===== src/rtl/wb_pipelined_subordinate_if_if.sv =====
// Wishbone B4 pipelined bus bundle shared by the interconnect (master) and a
// core front-end (slave); signal names are seen from the subordinate side.
interface wb_pipelined_subordinate_if_if #(
   parameter int unsigned ADDR_W = 32,
   parameter int unsigned DATA_W = 32,
   parameter int unsigned SEL_W  = 4
);
   logic [ADDR_W-1:0] i_wb_addr;
   logic [DATA_W-1:0] i_wb_dat;
   logic [DATA_W-1:0] o_wb_dat;
   logic              i_wb_cyc;
   logic              i_wb_stb;
   logic              i_wb_we;
   logic [SEL_W-1:0]  i_wb_sel;
   logic              o_wb_stall;
   logic              o_wb_ack;
   logic              o_wb_err;

   modport master (
      output i_wb_addr, i_wb_dat, i_wb_cyc, i_wb_stb, i_wb_we, i_wb_sel,
      input  o_wb_dat, o_wb_stall, o_wb_ack, o_wb_err
   );

   modport slave (
      input  i_wb_addr, i_wb_dat, i_wb_cyc, i_wb_stb, i_wb_we, i_wb_sel,
      output o_wb_dat, o_wb_stall, o_wb_ack, o_wb_err
   );
endinterface


===== src/rtl/wb_pipelined_subordinate_if.sv =====
// Wishbone B4 pipelined subordinate front-end: standard register block at
// 0x00-0x1C, byte-enabled request/ack forwarding to the IP at 0x20 and above.
module wb_pipelined_subordinate_if #(
   parameter int unsigned                    WB_ADDRESS_WIDTH          = 32,
   parameter logic [WB_ADDRESS_WIDTH-1:0]    WB_BASE_ADDRESS           = 'h4000_0000,
   parameter int unsigned                    WB_REGISTER_ADDRESS_WIDTH = 16,
   parameter int unsigned                    WB_DATA_WIDTH             = 32,
   parameter int unsigned                    WB_DATA_GRANULARITY       = 8,
   parameter int unsigned                    IRQ_WIDTH                 = 8,
   parameter int unsigned                    IP_TIMEOUT_CYCLES         = 255,
   parameter logic [WB_DATA_WIDTH-1:0]       IP_VERSION                = 'hFFFF_FFFF,
   parameter logic [WB_DATA_WIDTH-1:0]       IP_DEVICE_ID              = 'hFFFF_FFFF
) (
   input  logic                                            i_wb_clk,
   input  logic                                            i_wb_rst,
   wb_pipelined_subordinate_if_if.slave                    wb,
   output logic [WB_REGISTER_ADDRESS_WIDTH-1:0]            o_ip_address,
   output logic [WB_DATA_WIDTH-1:0]                        o_ip_wdata,
   output logic [WB_DATA_WIDTH/WB_DATA_GRANULARITY-1:0]    o_ip_sel,
   output logic                                            o_ip_read_en,
   output logic                                            o_ip_write_en,
   input  logic [WB_DATA_WIDTH-1:0]                        i_ip_rdata,
   input  logic                                            i_ip_ack,
   output logic [WB_DATA_WIDTH-1:0]                        o_ip_control,
   input  logic [WB_DATA_WIDTH-1:0]                        i_ip_status,
   input  logic [IRQ_WIDTH-1:0]                            i_ip_irq,
   output logic                                            o_irq
);

   localparam int unsigned AW    = WB_ADDRESS_WIDTH;
   localparam int unsigned RW    = WB_REGISTER_ADDRESS_WIDTH;
   localparam int unsigned DW    = WB_DATA_WIDTH;
   localparam int unsigned GW    = WB_DATA_GRANULARITY;
   localparam int unsigned SEL_W = DW / GW;
   localparam int unsigned CNT_W = $clog2(IP_TIMEOUT_CYCLES + 1);

   localparam logic [RW-1:0]    IP_WINDOW  = RW'(32);
   localparam logic [CNT_W-1:0] CNT_LAST   = CNT_W'(IP_TIMEOUT_CYCLES - 1);

   localparam logic [2:0] REG_VERSION   = 3'd0;
   localparam logic [2:0] REG_DEVICE_ID = 3'd1;
   localparam logic [2:0] REG_CONTROL   = 3'd2;
   localparam logic [2:0] REG_IRQ_MASK  = 3'd3;
   localparam logic [2:0] REG_IRQ_STAT  = 3'd4;
   localparam logic [2:0] REG_STATUS    = 3'd5;
   localparam logic [2:0] REG_IRQ_SET   = 3'd6;
   localparam logic [2:0] REG_ERROR     = 3'd7;

   typedef enum logic {
      ST_IDLE = 1'b0,
      ST_BUSY = 1'b1
   } state_e;

   // Expand per-lane selects into a bit mask.
   function automatic logic [DW-1:0] lane_mask(input logic [SEL_W-1:0] sel);
      logic [DW-1:0] m;
      m = '0;
      for (int unsigned i = 0; i < SEL_W; i++) begin
         m[i*GW +: GW] = {GW{sel[i]}};
      end
      return m;
   endfunction

   state_e               state_q,      state_d;
   logic [CNT_W-1:0]     cnt_q,        cnt_d;
   logic [DW-1:0]        control_q,    control_d;
   logic [IRQ_WIDTH-1:0] irq_mask_q,   irq_mask_d;
   logic [IRQ_WIDTH-1:0] irq_status_q, irq_status_d;
   logic                 err_to_q,     err_to_d;
   logic [15:0]          err_addr_q,   err_addr_d;
   logic                 irq_q,        irq_d;
   logic                 ack_q,        ack_d;
   logic                 err_q,        err_d;
   logic [DW-1:0]        dat_q,        dat_d;
   logic [RW-1:0]        ip_addr_q,    ip_addr_d;
   logic [DW-1:0]        ip_wdata_q,   ip_wdata_d;
   logic [SEL_W-1:0]     ip_sel_q,     ip_sel_d;
   logic                 ip_rd_q,      ip_rd_d;
   logic                 ip_wr_q,      ip_wr_d;

   logic                 match_c;
   logic                 accept_c;
   logic                 is_reg_c;
   logic [RW-1:0]        offset_c;
   logic [2:0]           reg_idx_c;
   logic [DW-1:0]        wr_mask_c;
   logic [DW-1:0]        wr_bits_c;
   logic [DW-1:0]        rd_raw_c;
   logic [DW-1:0]        err_rd_c;
   logic [IRQ_WIDTH-1:0] irq_w1c_c;
   logic [IRQ_WIDTH-1:0] irq_w1s_c;

   // Address decode and acceptance.
   assign offset_c        = wb.i_wb_addr[RW-1:0];
   assign match_c         = (wb.i_wb_addr[AW-1:RW] == WB_BASE_ADDRESS[AW-1:RW]);
   assign wb.o_wb_stall   = wb.i_wb_cyc & (state_q != ST_IDLE);
   assign accept_c        = wb.i_wb_cyc & wb.i_wb_stb & ~wb.o_wb_stall & match_c;
   assign is_reg_c        = (offset_c < IP_WINDOW);
   assign reg_idx_c       = offset_c[4:2];
   assign wr_mask_c       = lane_mask(wb.i_wb_sel);
   assign wr_bits_c       = wb.i_wb_dat & wr_mask_c;
   assign err_rd_c        = DW'({err_addr_q, 15'd0, err_to_q});

   // Register read mux, sampled at accept.
   always_comb begin
      rd_raw_c = '0;
      case (reg_idx_c)
         REG_VERSION:   rd_raw_c = IP_VERSION;
         REG_DEVICE_ID: rd_raw_c = IP_DEVICE_ID;
         REG_CONTROL:   rd_raw_c = control_q;
         REG_IRQ_MASK:  rd_raw_c = DW'(irq_mask_q);
         REG_IRQ_STAT:  rd_raw_c = DW'(irq_status_q);
         REG_STATUS:    rd_raw_c = i_ip_status;
         REG_IRQ_SET:   rd_raw_c = '0;
         default:       rd_raw_c = err_rd_c;
      endcase
   end

   // Next-state: register block, IP handshake, timeout and abort.
   always_comb begin
      state_d      = state_q;
      cnt_d        = cnt_q;
      control_d    = control_q;
      irq_mask_d   = irq_mask_q;
      err_to_d     = err_to_q;
      err_addr_d   = err_addr_q;
      ack_d        = 1'b0;
      err_d        = 1'b0;
      dat_d        = '0;
      ip_addr_d    = ip_addr_q;
      ip_wdata_d   = ip_wdata_q;
      ip_sel_d     = ip_sel_q;
      ip_rd_d      = ip_rd_q;
      ip_wr_d      = ip_wr_q;
      irq_w1c_c    = '0;
      irq_w1s_c    = '0;

      case (state_q)
         ST_IDLE: begin
            if (accept_c) begin
               if (is_reg_c) begin
                  ack_d = 1'b1;
                  if (wb.i_wb_we) begin
                     case (reg_idx_c)
                        REG_CONTROL:  control_d  = (control_q & ~wr_mask_c) | wr_bits_c;
                        REG_IRQ_MASK: irq_mask_d = (irq_mask_q & ~IRQ_WIDTH'(wr_mask_c))
                                                 | IRQ_WIDTH'(wr_bits_c);
                        REG_IRQ_STAT: irq_w1c_c  = IRQ_WIDTH'(wr_bits_c);
                        REG_IRQ_SET:  irq_w1s_c  = IRQ_WIDTH'(wr_bits_c);
                        REG_ERROR:    if (wr_bits_c[0]) err_to_d = 1'b0;
                        default:      ;
                     endcase
                  end else begin
                     dat_d = rd_raw_c & wr_mask_c;
                  end
               end else begin
                  ip_addr_d  = offset_c;
                  ip_wdata_d = wb.i_wb_dat;
                  ip_sel_d   = wb.i_wb_sel;
                  ip_rd_d    = ~wb.i_wb_we;
                  ip_wr_d    = wb.i_wb_we;
                  cnt_d      = '0;
                  state_d    = ST_BUSY;
               end
            end
         end

         default: begin
            // Abort beats completion: a master that dropped CYC wants nothing back.
            if (!wb.i_wb_cyc) begin
               ip_rd_d = 1'b0;
               ip_wr_d = 1'b0;
               cnt_d   = '0;
               state_d = ST_IDLE;
            end else if (i_ip_ack) begin
               ack_d   = 1'b1;
               dat_d   = ip_wr_q ? '0 : (i_ip_rdata & lane_mask(ip_sel_q));
               ip_rd_d = 1'b0;
               ip_wr_d = 1'b0;
               cnt_d   = '0;
               state_d = ST_IDLE;
            end else if (cnt_q == CNT_LAST) begin
               err_d      = 1'b1;
               err_to_d   = 1'b1;
               err_addr_d = 16'(ip_addr_q);
               ip_rd_d    = 1'b0;
               ip_wr_d    = 1'b0;
               cnt_d      = '0;
               state_d    = ST_IDLE;
            end else begin
               cnt_d = cnt_q + CNT_W'(1);
            end
         end
      endcase

      // Hardware and software set take precedence over a same-cycle clear.
      irq_status_d = (irq_status_q & ~irq_w1c_c) | (irq_mask_q & i_ip_irq) | irq_w1s_c;
      irq_d        = |irq_status_q;
   end

   always_ff @(posedge i_wb_clk or posedge i_wb_rst) begin
      if (i_wb_rst) begin
         state_q      <= ST_IDLE;
         cnt_q        <= '0;
         control_q    <= '0;
         irq_mask_q   <= '0;
         irq_status_q <= '0;
         err_to_q     <= 1'b0;
         err_addr_q   <= '0;
         irq_q        <= 1'b0;
         ack_q        <= 1'b0;
         err_q        <= 1'b0;
         dat_q        <= '0;
         ip_addr_q    <= '0;
         ip_wdata_q   <= '0;
         ip_sel_q     <= '0;
         ip_rd_q      <= 1'b0;
         ip_wr_q      <= 1'b0;
      end else begin
         state_q      <= state_d;
         cnt_q        <= cnt_d;
         control_q    <= control_d;
         irq_mask_q   <= irq_mask_d;
         irq_status_q <= irq_status_d;
         err_to_q     <= err_to_d;
         err_addr_q   <= err_addr_d;
         irq_q        <= irq_d;
         ack_q        <= ack_d;
         err_q        <= err_d;
         dat_q        <= dat_d;
         ip_addr_q    <= ip_addr_d;
         ip_wdata_q   <= ip_wdata_d;
         ip_sel_q     <= ip_sel_d;
         ip_rd_q      <= ip_rd_d;
         ip_wr_q      <= ip_wr_d;
      end
   end

   // Terminations are withheld once the master has released the cycle.
   assign wb.o_wb_ack   = ack_q & wb.i_wb_cyc;
   assign wb.o_wb_err   = err_q & wb.i_wb_cyc;
   assign wb.o_wb_dat   = dat_q;

   assign o_ip_address  = ip_addr_q;
   assign o_ip_wdata    = ip_wdata_q;
   assign o_ip_sel      = ip_sel_q;
   assign o_ip_read_en  = ip_rd_q;
   assign o_ip_write_en = ip_wr_q;
   assign o_ip_control  = control_q;
   assign o_irq         = irq_q;

endmodule


===== src/flat_wrapper.sv =====
// flat-port wrapper written by rule: the top's interface ports become plain ports
module wb_pipelined_subordinate_if_flat 
#(
   parameter int unsigned                    WB_ADDRESS_WIDTH          = 32,
   parameter logic [WB_ADDRESS_WIDTH-1:0]    WB_BASE_ADDRESS           = 'h4000_0000,
   parameter int unsigned                    WB_REGISTER_ADDRESS_WIDTH = 16,
   parameter int unsigned                    WB_DATA_WIDTH             = 32,
   parameter int unsigned                    WB_DATA_GRANULARITY       = 8,
   parameter int unsigned                    IRQ_WIDTH                 = 8,
   parameter int unsigned                    IP_TIMEOUT_CYCLES         = 255,
   parameter logic [WB_DATA_WIDTH-1:0]       IP_VERSION                = 'hFFFF_FFFF,
   parameter logic [WB_DATA_WIDTH-1:0]       IP_DEVICE_ID              = 'hFFFF_FFFF
)
  (i_wb_clk, i_wb_rst, o_ip_address, o_ip_wdata, o_ip_sel, o_ip_read_en, o_ip_write_en, i_ip_rdata, i_ip_ack, o_ip_control, i_ip_status, i_ip_irq, o_irq, wb_i_wb_addr, wb_i_wb_dat, wb_i_wb_cyc, wb_i_wb_stb, wb_i_wb_we, wb_i_wb_sel, wb_o_wb_dat, wb_o_wb_stall, wb_o_wb_ack, wb_o_wb_err);
  wb_pipelined_subordinate_if_if #(.ADDR_W(32), .DATA_W(32), .SEL_W(4)) wb_i ();
  input  logic i_wb_clk;
  input  logic i_wb_rst;
  output logic [WB_REGISTER_ADDRESS_WIDTH-1:0] o_ip_address;
  output logic [WB_DATA_WIDTH-1:0] o_ip_wdata;
  output logic [WB_DATA_WIDTH/WB_DATA_GRANULARITY-1:0] o_ip_sel;
  output logic o_ip_read_en;
  output logic o_ip_write_en;
  input  logic [WB_DATA_WIDTH-1:0] i_ip_rdata;
  input  logic i_ip_ack;
  output logic [WB_DATA_WIDTH-1:0] o_ip_control;
  input  logic [WB_DATA_WIDTH-1:0] i_ip_status;
  input  logic [IRQ_WIDTH-1:0] i_ip_irq;
  output logic o_irq;
  input wire logic [$bits(wb_i.i_wb_addr)-1:0] wb_i_wb_addr;
  input wire logic [$bits(wb_i.i_wb_dat)-1:0] wb_i_wb_dat;
  input wire logic [$bits(wb_i.i_wb_cyc)-1:0] wb_i_wb_cyc;
  input wire logic [$bits(wb_i.i_wb_stb)-1:0] wb_i_wb_stb;
  input wire logic [$bits(wb_i.i_wb_we)-1:0] wb_i_wb_we;
  input wire logic [$bits(wb_i.i_wb_sel)-1:0] wb_i_wb_sel;
  output wire logic [$bits(wb_i.o_wb_dat)-1:0] wb_o_wb_dat;
  output wire logic [$bits(wb_i.o_wb_stall)-1:0] wb_o_wb_stall;
  output wire logic [$bits(wb_i.o_wb_ack)-1:0] wb_o_wb_ack;
  output wire logic [$bits(wb_i.o_wb_err)-1:0] wb_o_wb_err;
  assign wb_i.i_wb_addr = wb_i_wb_addr;
  assign wb_i.i_wb_dat = wb_i_wb_dat;
  assign wb_i.i_wb_cyc = wb_i_wb_cyc;
  assign wb_i.i_wb_stb = wb_i_wb_stb;
  assign wb_i.i_wb_we = wb_i_wb_we;
  assign wb_i.i_wb_sel = wb_i_wb_sel;
  assign wb_o_wb_dat = wb_i.o_wb_dat;
  assign wb_o_wb_stall = wb_i.o_wb_stall;
  assign wb_o_wb_ack = wb_i.o_wb_ack;
  assign wb_o_wb_err = wb_i.o_wb_err;
  wb_pipelined_subordinate_if #(.WB_ADDRESS_WIDTH(WB_ADDRESS_WIDTH), .WB_BASE_ADDRESS(WB_BASE_ADDRESS), .WB_REGISTER_ADDRESS_WIDTH(WB_REGISTER_ADDRESS_WIDTH), .WB_DATA_WIDTH(WB_DATA_WIDTH), .WB_DATA_GRANULARITY(WB_DATA_GRANULARITY), .IRQ_WIDTH(IRQ_WIDTH), .IP_TIMEOUT_CYCLES(IP_TIMEOUT_CYCLES), .IP_VERSION(IP_VERSION), .IP_DEVICE_ID(IP_DEVICE_ID)) u_core (.i_wb_clk(i_wb_clk), .i_wb_rst(i_wb_rst), .wb(wb_i), .o_ip_address(o_ip_address), .o_ip_wdata(o_ip_wdata), .o_ip_sel(o_ip_sel), .o_ip_read_en(o_ip_read_en), .o_ip_write_en(o_ip_write_en), .i_ip_rdata(i_ip_rdata), .i_ip_ack(i_ip_ack), .o_ip_control(o_ip_control), .i_ip_status(i_ip_status), .i_ip_irq(i_ip_irq), .o_irq(o_irq));
endmodule

===== config.mk =====
export PLATFORM = sky130hd
export DESIGN_NAME = wb_pipelined_subordinate_if_flat
export DESIGN_NICKNAME = d
export VERILOG_FILES = /design/src/rtl/wb_pipelined_subordinate_if_if.sv /design/src/rtl/wb_pipelined_subordinate_if.sv /design/src/flat_wrapper.sv
export SDC_FILE = /design/constraint.sdc
export NUM_CORES = 1
export LEC_CHECK = 0
export BUFFER_PORTS_ARGS = -buffer_cell sky130_fd_sc_hd__buf_2
export CORE_ASPECT_RATIO = 1.4
export CORE_MARGIN = 10
export CORE_UTILIZATION = 51
export CTS_CLUSTER_SIZE = 12
export DETAILED_ROUTE_END_ITERATION = 16
export GPL_ROUTABILITY_DRIVEN = 0
export PLACE_DENSITY = 0.91
export SLEW_MARGIN = 30
export SYNTH_ARGS = -nofsm -noshare
export SYNTH_HDL_FRONTEND = slang
export SYNTH_SLANG_ARGS = --single-unit

===== constraint.sdc =====
create_clock -name i_wb_clk -period 5.8 [get_ports i_wb_clk]
set_clock_uncertainty 0.15 [all_clocks]
set_input_delay 0.58 -clock i_wb_clk [delete_from_list [all_inputs] [get_ports i_wb_clk]]
set_output_delay 0.58 -clock i_wb_clk [all_outputs]
set_load 0.02 [all_outputs]

=== Word-level counts from Yosys, hierarchy flattened ===
Index checks and enable logic that the tools add are counted.

* Add/subtract/negate cells: 1
* Magnitude comparators: 1
* Equal/unequal tests: 14
* Muxes and demuxes: 57
* Bitwise gates (word level): 25
* Reductions and logical operators: 15

{| class="wikitable"
|+ Operators with widths
! operator !! number
|-
| $mux W32 || 7
|-
| $pmux W32 S6 || 1
|-
| $and A32 B32 Y32 || 4
|-
| $mux W8 || 16
|-
| $mux W1 || 33
|-
| $not A32 Y32 || 1
|-
| $or A32 B32 Y32 || 1
|-
| $and A8 B8 Y8 || 3
|-
| $or A8 B8 Y8 || 3
|-
| $eq A16 B15 Y1 const B || 1
|-
| $lt A16 B6 Y1 const B || 1
|-
| $not A8 Y8 || 2
|-
| $eq A3 B3 Y1 const B || 4
|-
| $reduce_and A5 Y1 || 2
|-
| $reduce_bool A2 Y1 || 5
|-
| $add A8 B1 Y8 const B || 1
|-
| $eq A8 B8 Y1 const B || 1
|-
| $reduce_and A8 Y1 || 1
|-
| $reduce_or A8 Y1 || 1
|-
| $and A1 B1 Y1 || 6
|-
| $eq A3 B2 Y1 const B || 2
|-
| $ne A2 B2 Y1 const B || 3
|-
| $reduce_and A3 Y1 || 2
|-
| $not A1 Y1 || 5
|-
| 7 further kinds || 7
|}

* Register bits after elaboration: 163
* Word-level logic and storage cells: 129

=== Logic depth before layout (Yosys ltp) ===
Gate-level depths: netlist of run 1.

* Depth in word-level cells: 10
* Mapped depth: 7
* Depth with buffers taken out: 6

=== Worst setup path after synthesis of run 1 ===
No wires, ideal clock.

* Kind: input port to flip-flop
* Start: input port wb_i_wb_addr[12]
* End: register with a tool-made name
* Setup time: 0.125 ns
* Data arrival time: 1.992 ns
* Slack: 3.532 ns
* Stages: 5
* Cells stage by stage: nor4_4 > nand4_2 > or3_1 > buf_6 > mux2_4

{| class="wikitable"
|+ RTL lines
! what !! RTL line !! source
|-
| from (decl) || flat_wrapper.sv:29 || <nowiki>input wire logic [$bits(wb_i.i_wb_addr)-1:0] wb_i_wb_addr;</nowiki>
|}

=== Worst setup path in the final report of run 1 ===
* Start: register u_core.state_q
* End: register u_core.ip_wdata_q[30], in the netlist u_core.o_ip_wdata[30]

* Longest elaborated chain between the ends: 5

{| class="wikitable"
|+ RTL lines
! what !! RTL line !! source
|-
| from (decl) || wb_pipelined_subordinate_if.sv:64 || <nowiki>state_e state_q, state_d;</nowiki>
|-
| from (signal assigned) || wb_pipelined_subordinate_if.sv:220 || <nowiki>state_q <= state_d;</nowiki>
|-
| $and A1 B1 Y1 || wb_pipelined_subordinate_if.sv:96 || <nowiki>assign wb.o_wb_stall = wb.i_wb_cyc & (state_q != ST_IDLE);</nowiki>
|-
| $not A1 Y1 || wb_pipelined_subordinate_if.sv:97 || <nowiki>assign accept_c = wb.i_wb_cyc & wb.i_wb_stb & ~wb.o_wb_stall & match_c;</nowiki>
|-
| $and A1 B1 Y1 (2 in series) || wb_pipelined_subordinate_if.sv:97 ||
|-
| $reduce_and A3 Y1 (no line) (*) || n/a ||
|-
| to (signal assigned) || wb_pipelined_subordinate_if.sv:232 || <nowiki>ip_wdata_q <= ip_wdata_d;</nowiki>
|-
| to (decl) || wb_pipelined_subordinate_if.sv:76 || <nowiki>logic [DW-1:0] ip_wdata_q, ip_wdata_d;</nowiki>
|}

Every way passes the cells marked *; elsewhere a longest branch is shown, timed or not.
A chain may end at the register's enable or synchronous reset.

==> Implementation_results.wiki, run 1 <==
{| class="wikitable"
! Metric !! Value
|-
| Run status || completed
|-
| Fraction of met2 tracks used by global routing || 0.4366
|-
| CTS Buf Count || 17
|-
| Kind of critical path || reg2reg
|-
| Area grow syn2layout || 27.14%
|-
| Met3 Track Usage GR || 0.06164
|-
| DRC marker count from the first detailed-route iteration || 678
|-
| Avg Inst Size Synth || 11.95 sq um
|-
| Crit path max-delay family || simple AND/OR/NAND/NOR gates
|-
| Post-Synthesis Cell Area || 0.007781 sq mm
|-
| Number of max-slew violations in the final report || 0
|-
| Die Span X || 124.4 microns
|-
| Number of global-route vias before repair || 7116
|-
| Antenna-violating nets left || 0
|-
| Global Route Usage Sum || 0.2477
|-
| Total via count in the routed design || 6746
|-
| Total negative setup slack || 0 ns
|-
| Adder and majority gate portion of the synthesized area || 0.003216
|-
| Clock-pin slew of the registers on the worst-case setup and hold paths || 0.08 ns
|-
| Detailed-routing iteration count for the pre-antenna-repair pass || 5
|-
| Yosys top cell area share || 0.5242
|-
| Cell types occupying the most area after synthesis || dfrtp_1, mux2_2, a21oi_1
|-
| Post-cts sizing count || 0
|-
| Static power due to leakage || 5.207 nW
|-
| Worst EP required || 5.95 ns
|-
| Min Tclk post-route || 2.750 ns
|-
| Grt ovf || 0
|-
| Tcrit/Tclk final || 0.4741
|-
| Share of cells above drive strength 1 || 0.4841
|-
| Met1 track utilization from global routing || 0.2821
|-
| Insertion delay to the later sink of the worst-skew pair || 0.42 ns
|-
| Root buffer cell || clkbuf_16
|-
| IO Count || 268
|-
| Depth of the worst register-to-register path || 4
|-
| Antenna violations before repair || 4
|-
| Post-Layout Inst Area || 0.009893 sq mm
|-
| Part of the Yosys area used for sequential elements || 0.5242
|-
| Worst path slowest cell || nor3_4
|-
| Remaining DRCs || 0
|-
| # Max-Cap Violations || 0
|-
| Final worst hold slack || 0.1518 ns
|-
| Starting density of the core || 0.5192
|-
| Core Area || 0.01499 sq mm
|-
| Number of failing hold endpoints at the final stage || 0
|-
| Startpoint kind of the worst setup timing path || flip-flop
|-
| Synth warn || 0
|-
| Largest family of logic cells by synthesized area || multiplexers
|-
| Capturing element type of the critical path || flip-flop
|-
| GR peak layer || met2
|-
| Largest area contributor in the netlist || dfrtp_1
|-
| Multiplexer share of the synthesized area || 0.1859
|-
| Number of register bits inferred by synthesis || 163
|-
| Maximum number of pins on one net before global-route repair || 109
|-
| Die Outline Area || 0.02067 sq mm
|-
| Std-Cell Rows || 53
|-
| Post-synthesis share of cell area spent on and, or, nand and nor gates || 0.1325
|-
| H-tree depth || 4
|-
| Unrepaired setup endpoints after global routing || false
|-
| Chip Height || 166.2 microns
|-
| Post-Syn Instances || 651
|-
| Post-layout net count || 1048
|-
| Share of the synthesized area in compound gates (AO/OA/AOI/OAI) || 0.1270
|-
| Max transition margin || 0.3654
|-
| Finished Core Util || 0.6601
|-
| Reg-to-reg setup timing slack || 3.05 ns
|-
| Endpoint of the worst register-to-register path || u_core.o_ip_wdata[30]$_DFFE_PP0P_
|-
| Input/output buffers || 267
|-
| Peak supply drop || 0.1643 mV
|-
| Data arrival time of the critical path || 2.90 ns
|-
| List of most frequent post-synthesis cells || dfrtp_1, mux2_2, a21oi_1, nand2_1, clkbuf_1
|-
| Post-synth net total || 799
|-
| Reg-to-reg critical path startpoint || u_core.state_q$_DFF_PP0_
|-
| TritonCTS sink count || 163
|-
| Measured slew at the worst slew-check pin || 0.9509 ns
|-
| Critical path buffers and inverters || 0
|-
| Post-synth EDFFs || 0
|-
| Average wire length per cell after detail routing || 23.93 microns
|-
| Placed cell area || 0.009235 sq mm
|-
| Pwr Density || 257.0 mW/mm^2
|-
| Most common cell in the netlist || dfrtp_1
|-
| Count of final setup violators || 0
|-
| Via/cell ratio || 6.088
|-
| Critical path's largest stage delay || 0.83 ns
|-
| Critical path depth || 4
|-
| Xor/xnor cell area share of the yosys netlist || 0
|-
| Worst-path fanout max || 17
|-
| Maximum achievable frequency || 363.7 MHz
|-
| CTS tree || yes
|-
| Maximum buffer depth of the clock tree || 2
|-
| Async set or reset register ratio after synthesis || 1.000
|-
| Number of unique standard cell types used by synthesis || 51
|-
| Total wire length || 26520 microns
|-
| Cells along the critical path || and4bb_1 -> nand4_4 -> nor3_4 -> mux2_2
|-
| Min-Delay Path Class || in2async
|-
| Count of buffers added by post-CTS timing repair for setup || 0
|-
| Quantity of hold-fixing buffers added after cts || 0
|-
| Primary FF master, synth || dfrtp_1
|-
| Final HPWL DP || 19320 microns
|-
| Source of the critical timing path || u_core.state_q$_DFF_PP0_
|-
| First-pass GRT wire length || 41000 microns
|}
## how the worst max path moves through the flow
stage	endpoint	slack, ns
floorplan	asynchronous set/reset pin	0.67
finish	u_core.o_ip_wdata[30]$_DFFE_PP0P_	3.05
global placement	u_core.o_ip_wdata[21]$_DFFE_PP0P_	2.57
detailed placement	flip-flop	2.72
CTS	u_core.o_ip_wdata[30]$_DFFE_PP0P_	3.03
global route	u_core.o_ip_wdata[30]$_DFFE_PP0P_	2.90
## metal layers
layer / up-vias / share of wire
met5: - / 0.00026
met2: 407 / 0.52
li1: 2905 / -
met4: 2 / 0.032
met1: 3359 / 0.37
met3: 73 / 0.074
## logic make-up (layout without fill, tap and decap cells)
kind of cell,count (synthesis),after routing
DFF,163,163
adders and majority gates,2,2
muxes,124,124
buffers and inverters,47,309
other,0,3
and+or+nand+nor,163,163
AOI/OAI and AO/OA,152,152
## metrics by stage
stage               std cells  power [mW]  setup WS, ns
floorplan                 651       1.234        0.6650
global placement         1073       1.319         2.568
detailed placement       1073       1.322         2.717
CTS                      1105       2.551         3.035
global route             1107       2.611         2.898
finish                   1108       2.542         3.050
## cell type report
type / count / area [sq um]
multi-input cells: 441 / 3525
fillers: 1172 / 5094
diodes: 3 / 7.507
flip-flops and latches: 163 / 4079
inverters: 5 / 26.28
repair buffers: 272 / 1374
clock inverters: 14 / 212.7
clock buffers: 18 / 429.2
well taps: 192 / 240.2
## placed cells by master, fill, tap and decap left out, drive strengths merged, types with 3 or more instances in the layout
master  instances
a21o            5
a21oi          57
a22o           17
and2           12
and3            3
buf           272
bufinv          4
clkbuf         18
clkinv          3
dfrtp         163
diode           3
inv            12
mux2          116
mux2i           8
nand2          50
nand2b         26
nand3          14
nand4          20
nor2b           4
nor3           10
nor3b           5
nor4            6
o211ai          8
o21ai          26
o31ai          17
o41ai           8
or3             6
## power by group
group          switching [mW]  leakage, nW  internal [mW]
combinational           0.104         2.61         0.0621
clock                   0.502        0.314          0.737
sequential          0.0000482         2.28           1.14
Note: power is estimated with default switching activity, not from simulation.
==> run 2, diff against run 1 <==
==> constraint.sdc (replaced) <==
create_clock -name i_wb_clk -period 2.81 [get_ports i_wb_clk]
set_clock_uncertainty 0.15 [all_clocks]
set_input_delay 0.281 -clock i_wb_clk [delete_from_list [all_inputs] [get_ports i_wb_clk]]
set_output_delay 0.281 -clock i_wb_clk [all_outputs]
set_load 0.02 [all_outputs]
==> run 2 against run 1 <==
Total power is 100% higher. Highest routed layer unchanged. Sequential share of layout area down 3.6 points. Non-clock buffer count is 103 higher. Register-to-register slack worse by 2.5 ns. Routed wire length is 9.4% higher. Die area did not move. Largest cell class unchanged.
==> Implementation_results.wiki, run 2 (same netlist as run 1, synthesis figures left out) <==
{| class="wikitable"
! Metric !! Value
|-
| CTS tree || yes
|-
| Count of final setup violators || 0
|-
| Kind of critical path || in2reg
|-
| Post-cts sizing count || 0
|-
| Std-Cell Rows || 53
|-
| Final worst hold slack || 0.02284 ns
|-
| Average wire length per cell after detail routing || 24.00 microns
|-
| Measured slew at the worst slew-check pin || 0.5817 ns
|-
| Input/output buffers || 267
|-
| Insertion delay to the later sink of the worst-skew pair || 0.43 ns
|-
| Die Outline Area || 0.02067 sq mm
|-
| Pwr Density || 475.3 mW/mm^2
|-
| Maximum number of pins on one net before global-route repair || 96
|-
| Number of filler cells placed in the layout || 973
|-
| Reg-to-reg setup timing slack || 0.51 ns
|-
| Core Area || 0.01499 sq mm
|-
| Total negative setup slack || 0 ns
|-
| Placed cell area || 0.009412 sq mm
|-
| Data arrival time of the critical path || 2.71 ns
|-
| H-tree depth || 4
|-
| Number of global-route vias before repair || 7834
|-
| Run status || completed
|-
| Tcrit/Tclk final || 0.9103
|-
| Root buffer cell || clkbuf_16
|-
| Area grow syn2layout || 39.15%
|-
| Number of max-slew violations in the final report || 0
|-
| Peak supply drop || 0.3319 mV
|-
| Commonest cells after routing, fill and taps aside || buf_2, dfrtp_1, mux2_2
|-
| Maximum buffer depth of the clock tree || 2
|-
| Remaining DRCs || 0
|-
| Antenna violations before repair || 2
|-
| Overall Power || 5.147 mW
|-
| Die Span X || 124.4 microns
|-
| First-pass GRT wire length || 45220 microns
|-
| Post-layout net count || 1151
|-
| Min-Delay Path Class || in2reg
|-
| Starting density of the core || 0.5192
|-
| Number of failing hold endpoints at the final stage || 0
|-
| Detailed-routing iteration count for the pre-antenna-repair pass || 7
|-
| Leading cell type in the layout, fill and taps excluded || buf_2
|-
| Capturing element type of the critical path || flip-flop
|-
| # Max-Cap Violations || 0
|-
| Worst-path fanout max || 8
|-
| Share of cells above drive strength 1 || 0.4528
|-
| IO Count || 268
|-
| Min Tclk post-route || 2.558 ns
|-
| Maximum achievable frequency || 390.9 MHz
|-
| Worst EP required || 2.97 ns
|-
| Total wire length || 29010 microns
|-
| Post-Layout Inst Area || 0.01083 sq mm
|-
| TritonCTS sink count || 163
|-
| Via/cell ratio || 6.018
|-
| Clock-pin slew of the registers on the worst-case setup and hold paths || 0.07 ns
|-
| Max transition margin || 0.6104
|-
| Total via count in the routed design || 7276
|-
| Chip Height || 166.2 microns
|-
| Unrepaired setup endpoints after global routing || false
|-
| Antenna-violating nets left || 0
|-
| Grt ovf || 0
|-
| DRC marker count from the first detailed-route iteration || 689
|-
| Global Route Usage Sum || 0.2724
|-
| Startpoint kind of the worst setup timing path || input port
|-
| Static power due to leakage || 5.642 nW
|-
| Final HPWL DP || 19410 microns
|-
| CTS Buf Count || 17
|-
| Finished Core Util || 0.7225
|}
-- run 2: critical path: stages --
cell and delay (ns):
dlygate4sd3_1 0.57, buf_2 0.16, nor4_4 0.34, nand4_2 0.28
buf_4 0.24, nor3_4 0.41, mux2_2 0.42
-- run 2: area by class of cell --
cell class | instances | area [sq um] | area share
flip-flops and latches | 163 | 4079 | 0.3767
multi-input cells | 441 | 3501 | 0.3233
repair buffers | 375 | 2390 | 0.2207
clock buffers | 19 | 452.9 | 0.04183
well taps | 192 | 240.2 | 0.02219
clock inverters | 13 | 140.1 | 0.01294
inverters | 5 | 22.52 | 0.002080
diodes | 1 | 2.502 | 0.0002311
-- run 2: final timing paths --
check,startpoint,endpoint,cells past startpoint
max in group asynchronous,i_wb_rst,u_core.err_addr_q[3]$_DFFE_PP0P_,4
min in group asynchronous,i_wb_rst,u_core.o_ip_wdata[8]$_DFFE_PP0P_,3
max reg2reg,u_core.state_q$_DFF_PP0_,u_core.o_ip_address[0]$_DFFE_PP0P_,6
min reg2reg,u_core.o_ip_wdata[2]$_DFFE_PP0P_,u_core.o_ip_wdata[2]$_DFFE_PP0P_,1
max,wb_i_wb_addr[12],flip-flop,7
min,wb_i_wb_dat[6],u_core.o_ip_wdata[6]$_DFFE_PP0P_,2
-- run 2: layer usage --
metal | track usage | part of all wire | up-vias
li1 | - | - | 3114
met1 | 0.2953 | 0.35 | 3549
met2 | 0.4789 | 0.51 | 500
met3 | 0.07154 | 0.085 | 111
met4 | 0.1341 | 0.051 | 2
met5 | 0 | 0.00024 | -
-- run 2: through the flow --
| step | instances | setup WS, ns |
|---|---|---|
| 3_5_place_dp | 1094 | 0.4514 |
| 4_1_cts | 1208 | 0.3703 |
| 6_report | 1209 | 0.2520 |
| 5_1_grt | 1209 | 0.1397 |
| 2_1_floorplan | 651 | 0.3082 |
| 3_3_place_gp | 1094 | 0.4619 |
-- run 2: timing repair --
item / in CTS / in global routing
buffers inserted: 0 / 0
hold endpoints to repair: 268 / 0
hold buffers: 82 / 0
-- run 2: report_power, final --
| group | internal [mW] | total [mW] | leakage [nW] | switching [mW] |
|---|---|---|---|---|
| registers | 2.35 | 2.35 | 2.28 | 0.000101 |
| logic | 0.213 | 0.454 | 3.07 | 0.241 |
| clock network | 1.30 | 2.35 | 0.295 | 1.05 |
==> run 3, diff against run 2 <==
--- a/config.mk
+++ b/config.mk
@@ -5,10 +5,11 @@
 export SDC_FILE = /design/constraint.sdc
 export NUM_CORES = 1
 export LEC_CHECK = 0
+export ABC_AREA = 1
 export BUFFER_PORTS_ARGS = -buffer_cell sky130_fd_sc_hd__buf_2
 export CORE_ASPECT_RATIO = 1.4
 export CORE_MARGIN = 10
-export CORE_UTILIZATION = 51
+export CORE_UTILIZATION = 52
 export CTS_CLUSTER_SIZE = 12
 export DETAILED_ROUTE_END_ITERATION = 16
 export GPL_ROUTABILITY_DRIVEN = 0
==> run 3 against run 2 <==
Die area rose by 4.3%. Worst setup slack better by 0.070 ns. Critical path depth rose by 3. Combinational power hardly changed. Register-to-register slack lost 0.09 ns. Total power increased by 0.17%. Fmax grew 2.8%. Cell count up 32%. Hold slack got worse by 0.015 ns. Utilization is 1.1 points lower. Critical path type unchanged. Largest cell class unchanged. Highest routed layer is now met4.
==> Implementation_results.wiki, run 3 <==
{| class="wikitable"
! Metric !! Value
|-
| Primary FF master, synth || dfrtp_1
|-
| Min-Delay Path Class || in2reg
|-
| # Max-Cap Violations || 0
|-
| Worst EP required || 3.01 ns
|-
| Reg-to-reg setup timing slack || 0.42 ns
|-
| Most common cell in the netlist || nand2_1
|-
| Placed cell area || 0.009717 sq mm
|-
| Overall Power || 5.156 mW
|-
| Remaining DRCs || 0
|-
| Critical path buffers and inverters || 4
|-
| Unrepaired setup endpoints after global routing || false
|-
| Die Outline Area || 0.02156 sq mm
|-
| Share of cells above drive strength 1 || 0.2561
|-
| Maximum buffer depth of the clock tree || 2
|-
| Post-Synthesis Cell Area || 0.008333 sq mm
|-
| Crit path max-delay family || simple AND/OR/NAND/NOR gates
|-
| Worst-path fanout max || 14
|-
| Source of the critical timing path || wb_i_wb_addr[12]
|-
| CTS tree || yes
|-
| Total via count in the routed design || 9443
|-
| First-pass GRT wire length || 49710 microns
|-
| Pre-CTS setup slack || 0.4269 ns
|-
| Inst Count DP || 1480
|-
| List of most frequent post-synthesis cells || nand2_1, dfrtp_1, nand4_1, nand3_1, nor2_1
|-
| Number of register bits inferred by synthesis || 163
|-
| Grt ovf || 0
|-
| Std-Cell Rows || 54
|-
| Finished Core Util || 0.7114
|-
| Pwr Density || 462.4 mW/mm^2
|-
| Post-synth net total || 1213
|-
| Final HPWL DP || 21770 microns
|-
| Tcrit/Tclk final || 0.8853
|-
| Chip Height || 169.8 microns
|-
| CTS Buf Count || 17
|-
| Number of filler cells placed in the layout || 1122
|-
| Run status || completed
|-
| Total negative setup slack || 0 ns
|-
| Input/output buffers || 267
|-
| Min Tclk post-route || 2.488 ns
|-
| Antenna-violating nets left || 0
|-
| Number of failing hold endpoints at the final stage || 0
|-
| TritonCTS sink count || 163
|-
| Cells along the critical path || dlygate4sd3_1 -> buf_2 -> inv_1 -> nand2_1 -> nor2_2 -> nand2_2 -> buf_4 -> nor3_4 -> nand2_1 -> nand2_1
|-
| FF/Latch Area || 0.004079 sq mm
|-
| Cell types occupying the most area after synthesis || dfrtp_1, nand2_1, nand4_1
|-
| Cell mode on critical path || nand2_1
|-
| Detailed-routing iteration count for the pre-antenna-repair pass || 6
|-
| Global Route Usage Sum || 0.2891
|-
| Final worst hold slack || 0.008236 ns
|-
| Core Area || 0.01568 sq mm
|-
| Number of unique standard cell types used by synthesis || 35
|-
| Max transition margin || 0.4706
|-
| Synth warn || 0
|-
| DRC marker count from the first detailed-route iteration || 1253
|-
| Startpoint kind of the worst setup timing path || input port
|-
| Avg Inst Size Synth || 7.824 sq um
|-
| Number of max-slew violations in the final report || 0
|-
| Part of the Yosys area used for sequential elements || 0.4895
|-
| Non-filler instance count after layout || 1596
|-
| Capturing element type of the critical path || flip-flop
|-
| IO Count || 268
|-
| Number of global-route vias before repair || 9483
|-
| Post-synth EDFFs || 0
|-
| Maximum number of pins on one net before global-route repair || 164
|-
| Commonest cells after routing, fill and taps aside || nand2_1, buf_2, dfrtp_1
|-
| Post-Layout Inst Area || 0.01115 sq mm
|-
| Count of buffers added by post-CTS timing repair for setup || 0
|-
| Reg-to-reg critical path startpoint || u_core.cnt_q[0]$_DFFE_PP0P_
|-
| Source of the worst hold timing path || wb_i_wb_cyc
|-
| Starting density of the core || 0.5316
|-
| Largest area contributor in the netlist || dfrtp_1
|-
| Area grow syn2layout || 33.81%
|-
| Kind of critical path || in2reg
|-
| Data arrival time of the critical path || 2.69 ns
|-
| Via/cell ratio || 5.917
|-
| Total wire length || 32130 microns
|-
| Average wire length per cell after detail routing || 20.13 microns
|-
| H-tree depth || 4
|-
| Critical path's largest stage delay || 0.54 ns
|-
| Yosys top cell area share || 0.4895
|-
| Post-Syn Instances || 1065
|-
| Antenna violations before repair || 2
|-
| Root buffer cell || clkbuf_16
|-
| Insertion delay to the later sink of the worst-skew pair || 0.43 ns
|-
| Measured slew at the worst slew-check pin || 0.7898 ns
|-
| Async set or reset register ratio after synthesis || 1.000
|-
| Worst path slowest cell || dlygate4sd3_1
|-
| Minimum setup slack in the final design || 0.3223 ns
|-
| Count of final setup violators || 0
|-
| Post-cts sizing count || 0
|-
| Area used by multi-input combinational logic || 0.003696 sq mm
|-
| Clock-pin slew of the registers on the worst-case setup and hold paths || 0.07 ns
|-
| Post-layout net count || 1533
|-
| Maximum achievable frequency || 402.0 MHz
|-
| Peak supply drop || 0.4281 mV
|-
| Die Span X || 127.0 microns
|-
| Leading cell type in the layout, fill and taps excluded || nand2_1
|-
| Static power due to leakage || 6.221 nW
|}
[run 3: cell count changes after synthesis, sizes merged, moves of 41 or more]
cell / before / now
nand2: 50 / 433
mux2: 116 / 0
nand4: 20 / 126
nand3: 14 / 100
nor2: 2 / 66
inv: 5 / 47
a21oi: 57 / 16
[run 3: area by class of cell]
cell class / count / share of cell area
clock inverter: 14 / 0.01358
inverter: 52 / 0.01885
sequential: 163 / 0.3658
timing repair buffer: 364 / 0.2085
antenna: 2 / 0.0004488
multi-input combinational: 787 / 0.3315
clock buffer: 18 / 0.03939
tap: 196 / 0.02199
[run 3: power by group]
group          leakage, nW  total, mW  internal [mW]  switching [mW]
Sequential            2.28       2.35           2.35        0.000108
Combinational         3.66      0.454          0.192           0.262
Clock                0.287       2.36           1.34            1.01
Total                 6.22       5.16           3.88            1.28
[run 3: worst reg2reg max path, delay by kind of cell, from the launching register on]
family	cells	cell delay, ns
simple gates	5	0.76
buf+inv	4	0.73
flops	1	0.45
fa+ha+maj	1	0.19
[run 3: layer usage]
layer,track usage,share of wire,up-vias,wire length (microns)
met5,0,0,-,0
met4,0.2283,0.076,0,2455
met3,0.07534,0.10,196,3261
met2,0.4813,0.49,696,15890
met1,0.3040,0.33,4362,10530
li1,-,-,4189,-
[run 3: kinds of logic (layout without fill, tap and decap cells)]
| logic type | count (synthesis) | count (layout) | synth area share |
|---|---|---|---|
| buffers and inverters | 115 | 448 | 0.06757 |
| adders and majority gates | 2 | 2 | 0.003003 |
| AOI/OAI and AO/OA | 38 | 38 | 0.02733 |
| DFF | 163 | 163 | 0.4895 |
| other | 0 | 2 | 0 |
| and+or+nand+nor | 745 | 745 | 0.4105 |
| xor gates and xnor gates | 2 | 2 | 0.002102 |
[run 3: final timing paths]
check,depth (start not counted),to
worst min register to register,2,u_core.o_ip_wdata[20]$_DFFE_PP0P_
max in group asynchronous,5,u_core.irq_status_q[1]$_DFF_PP0_
min in group asynchronous,4,u_core.o_ip_wdata[26]$_DFFE_PP0P_
worst min-delay path,3,u_core.cnt_q[6]$_DFFE_PP0P_
worst max register to register,10,u_core.err_addr_q[0]$_DFFE_PP0P_
worst max-delay path,10,u_core.wb.o_wb_dat[12]$_DFF_PP0_
[run 3: timing repair]
action                                 4_1_cts  5_1_grt
endpoints found under the hold margin       99       48
setup endpoints to repair                    0        0
hold buffers                                80        1
